File: src/rtl/pipeline_hazard_controller.sv
// Stall/flush sequencer for the 5-stage core: load-use stalls, EX-resolved branch
// flushes, and multi-cycle data-memory freezes, with saturating perf counters.
module pipeline_hazard_controller #(
   parameter int reg_addr_bits = 5,
   parameter int count_bits    = 16,
   parameter int mem_timeout   = 64
) (
   input  logic                     clk,
   input  logic                     n_reset,
   input  logic [reg_addr_bits-1:0] id_rs1,
   input  logic [reg_addr_bits-1:0] id_rs2,
   input  logic                     id_uses_rs1,
   input  logic                     id_uses_rs2,
   input  logic                     ex_mem_read,
   input  logic [reg_addr_bits-1:0] ex_rd,
   input  logic                     ex_branch_taken,
   input  logic                     mem_req,
   input  logic                     mem_ready,
   output logic                     pc_write_en,
   output logic                     if_id_write_en,
   output logic                     if_id_flush,
   output logic                     id_ex_flush,
   output logic                     ex_mem_write_en,
   output logic                     mem_wb_bubble,
   output logic [count_bits-1:0]    stall_count,
   output logic [count_bits-1:0]    flush_count,
   output logic                     mem_error
);

   localparam int WB = $clog2(mem_timeout + 1);

   typedef enum logic {RUN, MEM_WAIT} state_t;

   state_t          state, state_nxt;
   logic [WB-1:0]   wait_cnt, wait_nxt;
   logic            load_use, freeze, stall_inc, flush_inc, err_set;

   // A dropped mem_req while waiting is tolerated as completion, so the freeze
   // condition is the same in both states.
   assign freeze   = mem_req & ~mem_ready;
   assign load_use = ex_mem_read & (ex_rd != '0) &
                     ((id_uses_rs1 & (id_rs1 == ex_rd)) | (id_uses_rs2 & (id_rs2 == ex_rd)));
   assign err_set  = freeze & (wait_nxt == WB'(mem_timeout));

   always_comb begin
      pc_write_en     = 1'b1;
      if_id_write_en  = 1'b1;
      if_id_flush     = 1'b0;
      id_ex_flush     = 1'b0;
      ex_mem_write_en = 1'b1;
      mem_wb_bubble   = 1'b0;
      state_nxt       = RUN;
      wait_nxt        = '0;
      stall_inc       = 1'b0;
      flush_inc       = 1'b0;
      if (freeze) begin
         pc_write_en     = 1'b0;
         if_id_write_en  = 1'b0;
         ex_mem_write_en = 1'b0;
         mem_wb_bubble   = 1'b1;
         stall_inc       = 1'b1;
         state_nxt       = MEM_WAIT;
         if (state == RUN)
            wait_nxt = WB'(1);
         else if (wait_cnt == WB'(mem_timeout))
            wait_nxt = wait_cnt;
         else
            wait_nxt = wait_cnt + WB'(1);
      end else if (ex_branch_taken) begin
         // the ID instruction is flushed, so a coincident load-use is moot
         if_id_flush = 1'b1;
         id_ex_flush = 1'b1;
         flush_inc   = 1'b1;
      end else if (load_use) begin
         pc_write_en    = 1'b0;
         if_id_write_en = 1'b0;
         id_ex_flush    = 1'b1;
         stall_inc      = 1'b1;
      end
      if (!n_reset) begin
         pc_write_en     = 1'b0;
         if_id_write_en  = 1'b0;
         ex_mem_write_en = 1'b0;
         if_id_flush     = 1'b1;
         id_ex_flush     = 1'b1;
         mem_wb_bubble   = 1'b1;
      end
   end

   always_ff @(posedge clk or negedge n_reset) begin
      if (!n_reset) begin
         state       <= RUN;
         wait_cnt    <= '0;
         stall_count <= '0;
         flush_count <= '0;
         mem_error   <= 1'b0;
      end else begin
         state    <= state_nxt;
         wait_cnt <= wait_nxt;
         if (stall_inc && stall_count != '1)
            stall_count <= stall_count + count_bits'(1);
         if (flush_inc && flush_count != '1)
            flush_count <= flush_count + count_bits'(1);
         if (err_set)
            mem_error <= 1'b1;
      end
   end

endmodule
File: config.mk
export PLATFORM = sky130hd
export DESIGN_NAME = pipeline_hazard_controller
export DESIGN_NICKNAME = d
export VERILOG_FILES = /design/src/rtl/pipeline_hazard_controller.sv
export SDC_FILE = /design/constraint.sdc
export NUM_CORES = 1
export LEC_CHECK = 0
export CAP_MARGIN = 20
export CORE_ASPECT_RATIO = 1.2
export CORE_MARGIN = 3
export CORE_UTILIZATION = 40
export DETAILED_ROUTE_END_ITERATION = 7
export HOLD_SLACK_MARGIN = 0.12
export PLACE_DENSITY = 0.69
export SYNTH_ARGS = -nofsm -noshare
export SYNTH_HDL_FRONTEND = slang
export SYNTH_SLANG_ARGS = --single-unit
File: constraint.sdc
create_clock -name clk -period 4.4 [get_ports clk]
set_input_delay 0.44 -clock clk [delete_from_list [all_inputs] [get_ports clk]]
set_output_delay 0.44 -clock clk [all_outputs]
set_load 0.05 [all_outputs]
==> run_results.csv, run 1 <==
group,metric,value,unit
cells_and_area,drive_above_1_share,6.71,%
yosys,syn_area_per_cell,10.1,sq um
route,post_drt_wl_per_cell,13.7,microns
clock_network,clkTransAtPathRegs,0.07,ns
sta,min_period,3.31,ns
global_route,grt.total_usage,15.7,%
global_route,grt_overflow,0,
route,via_per_inst,5.08,
cells_and_area,antenna_cells,0,
sta,finalCritPeriodShare,75.2,%
worst_setup_path,crit_top_cell,"clkdlybuf4s50_1",
pwr,vdd_ir_drop_max,0.381,mV
worst_setup_path,cp.required,3.96,ns
cells_and_area,layout_commonest_cell,"clkdlybuf4s50_1",
sta,hold_ws,0.467,ns
clock_network,tritoncts,"built",
cells_and_area,final_util,58.1,%
cells_and_area,layout.nets,309,
place,place_inst,334,
floorplanning,num_rows,28,
global_route,grt_pass1_wl,8030,microns
route,route.vias.total,1741,
yosys,ys_async_sr_fraction,100,%
sta,worst_pin_slew,0.579,ns
worst_setup_path,cp_top_family,"buffers and inverters",
worst_setup_path,crit_path_start_kind,"primary input",
clock_network,cts_inserted_buffers,5,
worst_setup_path,critPathKind,"in -> out",
clock_network,cts_max_level,2,
worst_setup_path,crit_chain,"clkdlybuf4s50_1 -> or4_1 -> o21ai_2 -> nand2b_1 -> o21a_1 -> and2_1 -> clkdlybuf4s50_1",
pwr,p_per_area,468,mW/mm^2
pwr,p_total,1.39,mW
yosys,synth_edf_count,0,
floorplanning,die_h,87.2,microns
sta,rsz0062_at_grt,"no",
sta,fin_skew,0.00593,ns
status,outcome,"finished, final reports clean",
sta,finalSetupTns,0,ns
sta,max_freq,0.302,GHz
sta,drv_slew,0,
route,wl,4700,microns
yosys,ys_seq_elements,41,
worst_setup_path,critPathMaxFanout,3,
route,drc,0,
global_route,grt_max_degree,37,
clock_network,cts_sinks,41,
sta,setup_viol_count_final,0,
route,dr.pass1.iters,4,
yosys,netlist_instances,218,
sta,max_slew_margin,61.1,%
sta,hold_viol,0,
route,drt_iter0_markers,34,
yosys,synth_ff_type,"dfrtp_1",
floorplanning,io-pin-count,62,
cells_and_area,synthToLayoutAreaGrowth,35.2,%
cells_and_area,fill_cells,479,
route,ant_nets,0,
cells_and_area,finalNonFillerCells,343,
yosys,synth_area,0.00220,sq mm
floorplanning,core_area,0.00511,sq mm
pwr,p_leak,1.21,nW
floorplanning,die_x,73.7,microns
place,dp_hpwl,3540,microns
worst_setup_path,crit_slowest_cell,"clkdlybuf4s50_1",
global_route,grt_pass1_vias,1769,
floorplanning,die-area,0.00643,sq mm
yosys,yosysWarningCount,0,
worst_setup_path,crit_arrival,2.87,ns
floorplanning,start_util,43.0,%
cells_and_area,final_cell_mix,"clkdlybuf4s50_1, dfrtp_1, xnor2_1",
yosys,synth_nets,245,
place,gp_congestion,0.759,
run,cap_violations,0,
global_route,antenna_found_initial,0,
clock_network,cts-root-buf,"clkbuf_8",
worst_setup_path,end_kind,"output pin",
clock_network,clkLatencyLatePin,0.29,ns
clock_network,clock_path_buffers,2,
yosys,synthDistinctLibCells,38,
worst_setup_path,rrSetupSlack,1.99,ns
worst_setup_path,critPathBufInv,2,
yosys,yosysSeqAreaShare,46.7,%
worst_hold_path,worstHoldPathType,"reg -> reg",
worst_setup_path,max_stage_delay,0.81,ns
place,portBuffers,61,
## report_power, final
group / switching (mW) / internal, mW
logic: 0.349 / 0.202
registers: 0.0873 / 0.443
clock network: 0.124 / 0.185
## layout make-up
cell class,instances,area (sq um),share of cell area [%]
clock buffer,7,86.3,2.91
clock inverter,1,30.0,1.01
inverter,8,30.0,1.01
multi-input combinational,163,1100,37.1
sequential,41,1030,34.5
tap,60,75.1,2.53
timing repair buffer,63,623,21.0
## cell usage after synthesis (all sizes together), types with 2 or more instances
cell type	number	area, sq um
a21oi	5	36.3
and2	3	21.3
and3	6	37.5
and4	4	35.0
buf	3	30.0
clkbuf	3	11.3
dfrtp	41	1030
ha	4	50.1
inv	8	30.0
mux2	2	22.5
nand2	20	75.1
nand2b	2	12.5
nand3	17	85.1
nand4	9	56.3
nor2	23	88.8
nor3	5	25.0
o21ai	5	28.8
xnor2	29	254
xor2	16	140
## kinds of logic (layout without fill, tap and decap cells)
logic type,Yosys count,count (layout),share of synthesized area (%)
xor gates and xnor gates,45,45,17.9
adders and majority gates,4,4,2.28
and+or+nand+nor,93,93,21.4
AOI/OAI and AO/OA,19,19,7.46
DFF,41,41,46.7
muxes,2,2,1.02
buffers and inverters,14,79,3.24
## per-stage QoR
step / area (sq um) / setup WS [ns]
finish: 2970 / 1.09
global route: 2970 / 0.984
CTS: 2970 / 1.06
detailed placement: 2850 / 1.07
global placement: 2850 / 1.13
floorplan: 2200 / 1.87
## worst register-to-register path, cell delays in order, from the launching register on
cell and delay [ns]:
dfrtp_1 0.41, ha_1 0.21, nand4_1 0.14, nor3_1 0.52, a211oi_2 0.18, a21oi_4 0.45, mux2_2 0.39
## state kept, by name (all words and copies together), names as in the netlist
signal,cells
flush_count,16
stall_count,16
wait_cnt,7
mem_error,1
state,1
## layer usage
layer,wire length [microns],vias up,track usage (%)
met1,2220,825,21.6
met3,233,7,2.77
li1,-,866,-
met4,63,0,5.44
met5,0,-,0
met2,2180,43,24.6
## worst paths after layout
kind / end / cells past startpoint / start
max reg2reg: stall_count[1]$_DFFE_PN0P_ / 6 / stall_count[0]$_DFFE_PN0P_
max: if_id_write_en / 7 / ex_rd[1]
min reg2reg: wait_cnt[0]$_DFF_PN0_ / 1 / state$_DFF_PN0_
min in group asynchronous: wait_cnt[1]$_DFF_PN0_ / 2 / n_reset
max in group asynchronous: flush_count[1]$_DFFE_PN0P_ / 3 / n_reset
min: wait_cnt[0]$_DFF_PN0_ / 1 / state$_DFF_PN0_
## repair_timing
action,in CTS,in global routing
setup buffers,0,0
hold buffers,1,0
setup endpoints to repair,0,0
resized for setup,0,0
hold endpoints to repair,5,0
Note: power is estimated with default switching activity, not from simulation.
==> run 2, diff against run 1 <==
==> constraint.sdc (replaced) <==
create_clock -name clk -period 3.16 [get_ports clk]
set_input_delay 0.316 -clock clk [delete_from_list [all_inputs] [get_ports clk]]
set_output_delay 0.316 -clock clk [all_outputs]
set_load 0.05 [all_outputs]
==> run 2 against run 1 <==
Sequential share of layout area decreased by 0.087 points; first-iteration DRC count grew 12%; flip-flop and latch count unchanged.
==> run_results.csv, run 2 (same netlist as run 1, synthesis figures left out) <==
group,metric,value,unit
status,outcome,"finished, final reports clean",
sta,hold_ws,0.140,ns
route,post_drt_wl_per_cell,13.7,microns
cells_and_area,final_area,0.00298,sq mm
pwr,vdd_ir_drop_max,0.708,mV
global_route,grt_overflow,0,
clock_network,clkLatencyLatePin,0.29,ns
sta,finalSetupTns,0,ns
route,via_per_inst,5.19,
route,drc,0,
global_route,grt_max_degree,43,
worst_setup_path,cp_top_family,"simple AND/OR/NAND/NOR gates",
worst_setup_path,r2r_start,"stall_count[0]$_DFFE_PN0P_",
sta,fin_skew,0.00714,ns
worst_setup_path,max_stage_delay,0.56,ns
route,ant_nets,0,
global_route,grt_pass1_wl,8130,microns
floorplanning,die-area,0.00643,sq mm
clock_network,clkTransAtPathRegs,0.08,ns
worst_setup_path,crit_path_start_kind,"primary input",
worst_setup_path,critical_path_depth,7,
cells_and_area,synthToLayoutAreaGrowth,35.5,%
clock_network,cts-root-buf,"clkbuf_8",
worst_setup_path,rrSetupSlack,0.79,ns
sta,hold_viol,0,
cells_and_area,final_cell_mix,"clkdlybuf4s50_1, dfrtp_1, xnor2_1",
global_route,antenna_found_initial,0,
worst_setup_path,r2r-end,"stall_count[1]$_DFFE_PN0P_",
cells_and_area,final_util,58.2,%
sta,max_freq,0.399,GHz
worst_hold_path,worstHoldPathType,"in -> async",
place,gp_congestion,0.745,
worst_setup_path,reg2reg_depth,6,
worst_setup_path,cp.required,2.84,ns
worst_setup_path,critPathMaxFanout,3,
worst_setup_path,crit_start,"ex_rd[1]",
floorplanning,num_rows,28,
worst_setup_path,critPathBufInv,2,
worst_setup_path,endpoint,"pc_write_en",
pwr,p_leak,1.22,nW
floorplanning,die_h,87.2,microns
clock_network,postCtsSetupBuffers,0,
route,wl,4690,microns
sta,setup_viol_count_final,0,
place,portBuffers,61,
worst_setup_path,critPathKind,"in -> out",
worst_setup_path,crit_chain,"clkdlybuf4s50_1 -> or4_1 -> o21ai_2 -> nand2b_1 -> o21a_1 -> and2_1 -> buf_12",
floorplanning,die_x,73.7,microns
sta,drv_slew,0,
global_route,grt.total_usage,16.0,%
clock_network,cts_sinks,41,
worst_setup_path,crit_arrival,2.19,ns
clock_network,tritoncts,"built",
sta,max_slew_margin,64.0,%
route,drt_iter0_markers,38,
sta,min_period,2.50,ns
run,cap_violations,0,
sta,finalCritPeriodShare,79.3,%
cells_and_area,drive_above_1_share,7.80,%
floorplanning,start_util,43.0,%
route,route.vias.total,1776,
global_route,grt_pass1_vias,1778,
clock_network,cts_max_level,2,
clock_network,cts-resized-gates,0,
cells_and_area,top_regs,"flush_count x16, stall_count x16, wait_cnt x7",
floorplanning,core_area,0.00511,sq mm
place,post_dp_cell_area,0.00286,sq mm
worst_setup_path,crit_slowest_cell,"or4_1",
place,dp_slack,0.643,ns
cells_and_area,layout_commonest_cell,"clkdlybuf4s50_1",
sta,rsz0062_at_grt,"no",
clock_network,cts_inserted_buffers,5,
cells_and_area,fill_cells,477,
cells_and_area,antenna_cells,0,
clock_network,cts_hold_buf,0,
worst_setup_path,end_kind,"output pin",
sta,worst_pin_slew,0.535,ns
route,dr.pass1.iters,4,
place,dp_hpwl,3550,microns
pwr,p_per_area,651,mW/mm^2
cells_and_area,layout.nets,308,
clock_network,clock_path_buffers,2,
sta,setup_ws,0.656,ns
floorplanning,io-pin-count,62,
## run 2: cell count changes in the layout (fill, tap and decap cells not counted), sizes merged
| cell | delta |
|---|---|
| buf | +3 |
| clkdlybuf4s50 | -3 |
| dlygate4sd3 | -1 |
## run 2: worst min-delay path by stage
stage | end | from | depth (start not counted)
6_report | mem_error$_DFFE_PN0P_ | n_reset | 2
5_1_grt | stall_count[7]$_DFFE_PN0P_ | n_reset | 2
4_1_cts | mem_error$_DFFE_PN0P_ | n_reset | 2
3_5_place_dp | wait_cnt[0]$_DFF_PN0_ | state$_DFF_PN0_ | 1
3_3_place_gp | mem_error$_DFFE_PN0P_ | mem_error$_DFFE_PN0P_ | 1
2_1_floorplan | flush_count[0]$_DFFE_PN0P_ | n_reset | 0
## run 2: metrics by stage
step | power, mW | cells
6_report | 1.94 | 342
5_1_grt | 2.05 | 342
4_1_cts | 1.96 | 342
3_5_place_dp | 1.53 | 334
3_3_place_gp | 1.52 | 334
2_1_floorplan | 1.23 | 218
## run 2: where the power goes
group / leakage (nW) / internal [mW] / switching (mW) / total [mW]
registers: 0.531 / 0.617 / 0.122 / 0.739
logic: 0.632 / 0.284 / 0.486 / 0.770
clock network: 0.0585 / 0.257 / 0.172 / 0.430
total: 1.22 / 1.16 / 0.780 / 1.94
## run 2: per-layer routing
metal	routed length (microns)	track usage (%)	share of wire, %
met1	2140	21.6	46
met4	43	4.45	0.92
met2	2150	24.8	46
met5	0	0	0
met3	360	4.97	7.7
## run 2: cell type report
type                    count  area [sq um]  share of cell area, %
multi-input cells         163          1100                   37.0
flip-flops and latches     41          1030                   34.4
repair buffers             62           631                   21.2
clock buffers               7          86.3                   2.90
well taps                  60          75.1                   2.52
clock inverters             1          30.0                   1.01
inverters                   8          30.0                   1.01
## run 2: worst register-to-register path: cells and delay by family, from the launching register on
family,cells,cell delay (ns)
adders and majority gates,1,0.21
and+or+nand+nor,2,0.63
DFF,1,0.42
AOI/OAI and AO/OA,2,0.61
muxes,1,0.39
